**src/rtl/cart_bus_arb.sv**
```systemverilog
// cart_bus_arb
//   Owns the single cart_iface transaction port on the clk_8m domain and hands it
//   to one of NCH requesting channels per transaction. Selection is fixed
//   priority (lowest index wins) or round-robin. Channels can be retired
//   permanently. A timeout guard aborts a transaction whose cart_busy never rises.
//
// Ports
//   clk_8m, rst_n        clock, asynchronous active-low reset
//   req_rd/req_wr        per-channel read/write request levels, held until ack
//   req_a/req_din        per-channel address/write data, channel i at [i*W +: W]
//   retire               per-channel retire pulse, sticky until reset
//   req_ack/req_err      completion pulse to owner, error flag on timeout
//   rsp_data             read data of the last completed read
//   grant                one-hot current owner, 0 when idle
//   cart_rd/cart_wr      one-cycle strobes to cart_iface
//   cart_a/cart_din      registered address/write data to cart_iface
//   cart_dout/cart_busy  read data and busy from cart_iface
module cart_bus_arb #(
   parameter int NCH = 3,
   parameter int AW  = 16,
   parameter int DW  = 8,
   parameter int RR  = 0,
   parameter int TMO = 8
) (
   input  logic              clk_8m,
   input  logic              rst_n,
   input  logic [NCH-1:0]    req_rd,
   input  logic [NCH-1:0]    req_wr,
   input  logic [NCH*AW-1:0] req_a,
   input  logic [NCH*DW-1:0] req_din,
   input  logic [NCH-1:0]    retire,
   output logic [NCH-1:0]    req_ack,
   output logic              req_err,
   output logic [DW-1:0]     rsp_data,
   output logic [NCH-1:0]    grant,
   output logic              cart_rd,
   output logic              cart_wr,
   output logic [AW-1:0]     cart_a,
   output logic [DW-1:0]     cart_din,
   input  logic [DW-1:0]     cart_dout,
   input  logic              cart_busy
);

   localparam int IW = (NCH > 1) ? $clog2(NCH) : 1;

   typedef enum logic [2:0] {
      S_IDLE,
      S_ISSUE,
      S_WAIT_BUSY,
      S_WAIT_DONE,
      S_ACK
   } state_t;

   state_t         state;
   logic [NCH-1:0] retired;
   logic [IW-1:0]  last;
   logic [IW-1:0]  own;
   logic           is_wr;
   logic           err;
   logic [7:0]     cnt;

   logic [NCH-1:0] ereq;
   logic           win_found;
   logic [IW-1:0]  win_idx;

   assign ereq = (req_rd | req_wr) & ~retired;

   // Winner search: scan order starts at 0 for fixed priority, or just past the
   // previous owner for round-robin, wrapping modulo NCH.
   always_comb begin
      int idx;
      win_found = 1'b0;
      win_idx   = '0;
      idx       = 0;
      for (int k = 0; k < NCH; k++) begin
         if (RR != 0) idx = (int'(last) + 1 + k) % NCH;
         else         idx = k;
         if (!win_found && ereq[idx]) begin
            win_found = 1'b1;
            win_idx   = IW'(idx);
         end
      end
   end

   always_ff @(posedge clk_8m or negedge rst_n) begin
      if (!rst_n) begin
         state    <= S_IDLE;
         retired  <= '0;
         last     <= IW'(NCH - 1);
         own      <= '0;
         is_wr    <= 1'b0;
         err      <= 1'b0;
         cnt      <= '0;
         req_ack  <= '0;
         req_err  <= 1'b0;
         rsp_data <= '0;
         grant    <= '0;
         cart_rd  <= 1'b0;
         cart_wr  <= 1'b0;
         cart_a   <= '0;
         cart_din <= '0;
      end else begin
         retired <= retired | retire;
         case (state)
            S_IDLE: begin
               if (win_found) begin
                  own      <= win_idx;
                  grant    <= NCH'(1) << win_idx;
                  cart_a   <= req_a[win_idx*AW +: AW];
                  cart_din <= req_din[win_idx*DW +: DW];
                  // A simultaneous read and write request resolves to the write.
                  is_wr    <= req_wr[win_idx];
                  cart_wr  <= req_wr[win_idx];
                  cart_rd  <= ~req_wr[win_idx];
                  state    <= S_ISSUE;
               end
            end
            S_ISSUE: begin
               cart_rd <= 1'b0;
               cart_wr <= 1'b0;
               cnt     <= '0;
               state   <= S_WAIT_BUSY;
            end
            S_WAIT_BUSY: begin
               if (cart_busy) begin
                  state <= S_WAIT_DONE;
               end else if (cnt == 8'(TMO - 1)) begin
                  // cnt+1 reaches TMO this cycle: abort without capturing data.
                  err     <= 1'b1;
                  req_ack <= NCH'(1) << own;
                  req_err <= 1'b1;
                  state   <= S_ACK;
               end else begin
                  cnt <= cnt + 8'd1;
               end
            end
            S_WAIT_DONE: begin
               if (!cart_busy) begin
                  if (!is_wr) rsp_data <= cart_dout;
                  req_ack <= NCH'(1) << own;
                  req_err <= err;
                  state   <= S_ACK;
               end
            end
            S_ACK: begin
               req_ack <= '0;
               req_err <= 1'b0;
               grant   <= '0;
               err     <= 1'b0;
               last    <= own;
               state   <= S_IDLE;
            end
            default: state <= S_IDLE;
         endcase
      end
   end

endmodule
```
**config.mk**
```make
export PLATFORM = sky130hd
export DESIGN_NAME = cart_bus_arb
export DESIGN_NICKNAME = d
export VERILOG_FILES = /design/src/rtl/cart_bus_arb.sv
export SDC_FILE = /design/constraint.sdc
export NUM_CORES = 1
export LEC_CHECK = 0
export ABC_AREA = 1
export BUFFER_PORTS_ARGS = -buffer_cell sky130_fd_sc_hd__buf_4
export CORE_UTILIZATION = 49
export CTS_CLUSTER_DIAMETER = 100
export CTS_CLUSTER_SIZE = 40
export DETAILED_ROUTE_END_ITERATION = 7
export PLACE_DENSITY_LB_ADDON = 0.3
export REMOVE_ABC_BUFFERS = 1
export SETUP_SLACK_MARGIN = 0.1
export SLEW_MARGIN = 0
export SYNTH_ARGS = -nofsm -noshare
export SYNTH_HDL_FRONTEND = slang
export SYNTH_SLANG_ARGS = --single-unit
```
**constraint.sdc**
```tcl
create_clock -name clk_8m -period 1.7 [get_ports clk_8m]
set_input_delay 0.17 -clock clk_8m [delete_from_list [all_inputs] [get_ports clk_8m]]
set_output_delay 0.17 -clock clk_8m [all_outputs]
set_load 0.02 [all_outputs]
```
==> flow_summary.json <==
{
  "cts_made_buffers": 9,
  "tightest_slew_ns": 0.738,
  "grt_use_met3_pct": 6.23,
  "post-route-cell-area_um2": 4630,
  "status": "finished, final reports clean",
  "cp-end-kind": "register",
  "path_depth": 7,
  "fillerInstances": 544,
  "finalWirelength_mm": 9.25,
  "grt-busiest-layer": "met2",
  "period_share_pct": 87.2,
  "synth_common_cells": "135 x nand2_1, 107 x nand3_1, 59 x dfrtp_1",
  "syn_avg_cell_area_um2": 7.44,
  "synth-edff-count": 0,
  "synth_top_area_cell": "dfrtp_1",
  "die_w_um": 85.1,
  "drive_gt1_share_pct": 30.6,
  "drtPass1Iterations": 4,
  "drt.antenna.violating_nets": 0,
  "netlist_instances": 455,
  "reg2reg_depth": 7,
  "grt_start_max_net_pins": 60,
  "min_path_type": "in -> reg",
  "slew_viol_final": 0,
  "ys_seq_area_share_pct": 43.6,
  "reg2reg_to": "grant[0]",
  "setup_violations": 0,
  "clock.fmax_mhz": 674,
  "insertion_delay_ns": 0.34,
  "rsz0062_at_grt": "false",
  "power_w": 0.00497,
  "ir_drop_mv": 0.573,
  "path_class": "reg -> reg",
  "fin_skew_ns": 0.0112,
  "place_area_um2": 4380,
  "yosysTopAreaCellShare_pct": 43.6,
  "hold_viol": 0,
  "overflow": 0,
  "vias_per_cell": 5.33,
  "power_density_nw_per_um2": 1070,
  "vias": 3574,
  "cp.required_ns": 1.90,
  "start_util_pct": 52.1,
  "use_met1_pct": 33.2,
  "ys_ff_latch": 59,
  "drc": 0,
  "clk_pin_slew_ns": 0.07,
  "async_flop_share_pct": 100,
  "root_buffer": "clkbuf_8",
  "r2r_slack_ns": 0.22,
  "io_buffers": 132,
  "dp.final_hpwl_mm": 6.66,
  "die_area_um2": 7250,
  "drt_iter0_markers": 158,
  "ys_types": 29,
  "yosysMostFrequentCell": "nand2_1",
  "boundaryPins": 133,
  "grt.total_usage_pct": 27.0,
  "syn_area_um2": 3390,
  "critPathTopFamily": "simple AND/OR/NAND/NOR gates",
  "slowest_stage": "dfrtp_1",
  "clk_path_buf_depth": 2,
  "slowest_delay_ns": 0.44,
  "fp-row-count": 29,
  "yosys_most_used_dff": "dfrtp_1",
  "crit_chain": "nor2_2 -> nand2_1 -> inv_2 -> nand2_2 -> buf_4 -> nand3_1 -> o21ai_0",
  "relSlewSlack_pct": 50.8,
  "max_cap_violations": 0,
  "timing.critical_path.buf_inv": 2,
  "final_cells": 671,
  "cts_num_sinks": 59,
  "synth-warning-count": 0,
  "cp-start-kind": "register",
  "post_drt_wl_per_cell_um": 13.8,
  "die_y_um": 85.1,
  "setup.worst_path.start": "state[1]",
  "r2r-start": "state[1]",
  "coreArea_um2": 6490,
  "fin_crit_ns": 1.48,
  "synthTopCellsByArea": "dfrtp_1 44%, nand3_1 16%, nand2_1 15%, nand4_1 5.2%, inv_1 4.8%",
  "critPathCapture": "grant[0]",
  "htreeDepth": 3,
  "finalNetCount": 682,
  "power_leakage_nw": 2.58,
  "routabilityCongestion": 0.811,
  "place_inst": 649,
  "cts_tree": "yes",
  "critPathMaxFanout": 28,
  "arrival_ns": 1.68,
  "antenna_found_initial": 0,
  "grt_pass1_vias": 3400,
  "syn_to_final_growth_pct": 36.6,
  "diodes": 0,
  "grtUsageMet2_pct": 45.2,
  "grt_pass1_wl_mm": 15.4
}
==> cells in the final DEF, fill, tap and decap left out, types with 3 or more instances in the layout <==
master	netlist	layout
buf_4	8	145
nand2_1	135	135
nand3_1	107	107
dfrtp_1	59	59
inv_1	43	42
nand4_1	28	28
nor2_1	17	16
clkbuf_8	0	10
o21ai_0	6	6
clkinv_2	0	5
nor3_1	4	4
or2_2	3	3
inv_2	3	3
nor2_2	2	3
nand2_2	3	3
a21oi_1	3	3
==> logic make-up after synthesis <==
family                   count (synthesis)  share of synthesized area (%)
XOR/XNOR                                 2                          0.517
AO/OA/AOI/OAI                           16                           3.25
buffers and inverters                   69                           9.64
flip-flops                              59                           43.6
adder cells (fa/ha/maj)                  1                          0.369
AND/OR/NAND/NOR                        307                           42.3
multiplexers                             1                          0.296
==> final cells by class <==
type,count,area (um^2),area share (%)
multi-input combinational,327,1590,34.3
inverter,46,175,3.79
clock buffer,10,138,2.98
clock inverter,6,55.1,1.19
tap,77,96.3,2.08
sequential,59,1480,31.9
timing repair buffer,146,1100,23.7
==> power breakdown <==
group / internal, W / total [W] / switching [W]
Combinational: 0.000751 / 0.00173 / 0.000980
Sequential: 0.00177 / 0.00200 / 0.000232
Clock: 0.000703 / 0.00124 / 0.000536
==> metrics by stage <==
stage / hold WS (ns) / setup WS [ns] / setup TNS, ns / utilization, %
final: 0.0212 / 0.217 / 0 / 71.2
after global routing: 0.0286 / 0.0958 / 0 / 71.2
after CTS: 0.0129 / 0.116 / 0 / 70.6
after detailed placement: 0.287 / 0.155 / 0 / 67.4
after global placement: 0.275 / 0.207 / 0 / 67.4
after floorplan: -0.126 / -0.314 / -8.41 / -
==> what timing repair did <==
action | in CTS | in global routing
gates resized for setup | 0 | 4
endpoints found under the hold margin | 59 | 0
endpoints found under the setup margin | 0 | 40
buffers inserted | 0 | 5
hold buffers | 1 | 0
==> flip-flops by register name, indices dropped and copies added (netlist names) <==
register,cells
cnt,8
cart_a,16
req_ack,3
err,1
grant,3
is_wr,1
rsp_data,8
state,3
req_err,1
own,2
cart_din,8
cart_rd,1
cart_wr,1
retired,3
==> metal layers <==
metal / up-vias / part of all wire [%]
met5: - / 0
met4: 0 / 2.0
met3: 15 / 7.5
met2: 158 / 51
met1: 1632 / 40
li1: 1769 / -
==> worst min path at each step <==
stage | start | end | slack, ns | depth (start not counted)
finish | retire[1] | retired[1] | 0.02 | 2
global route | retire[0] | retired[0] | 0.03 | 2
CTS | retire[1] | retired[1] | 0.01 | 2
detailed placement | rst_n | cnt[3] | 0.29 | 1
global placement | rst_n | cnt[3] | 0.28 | 1
floorplan | rst_n | cart_a[0] | -0.13 | 0
Note: power is estimated with default switching activity, not from simulation.
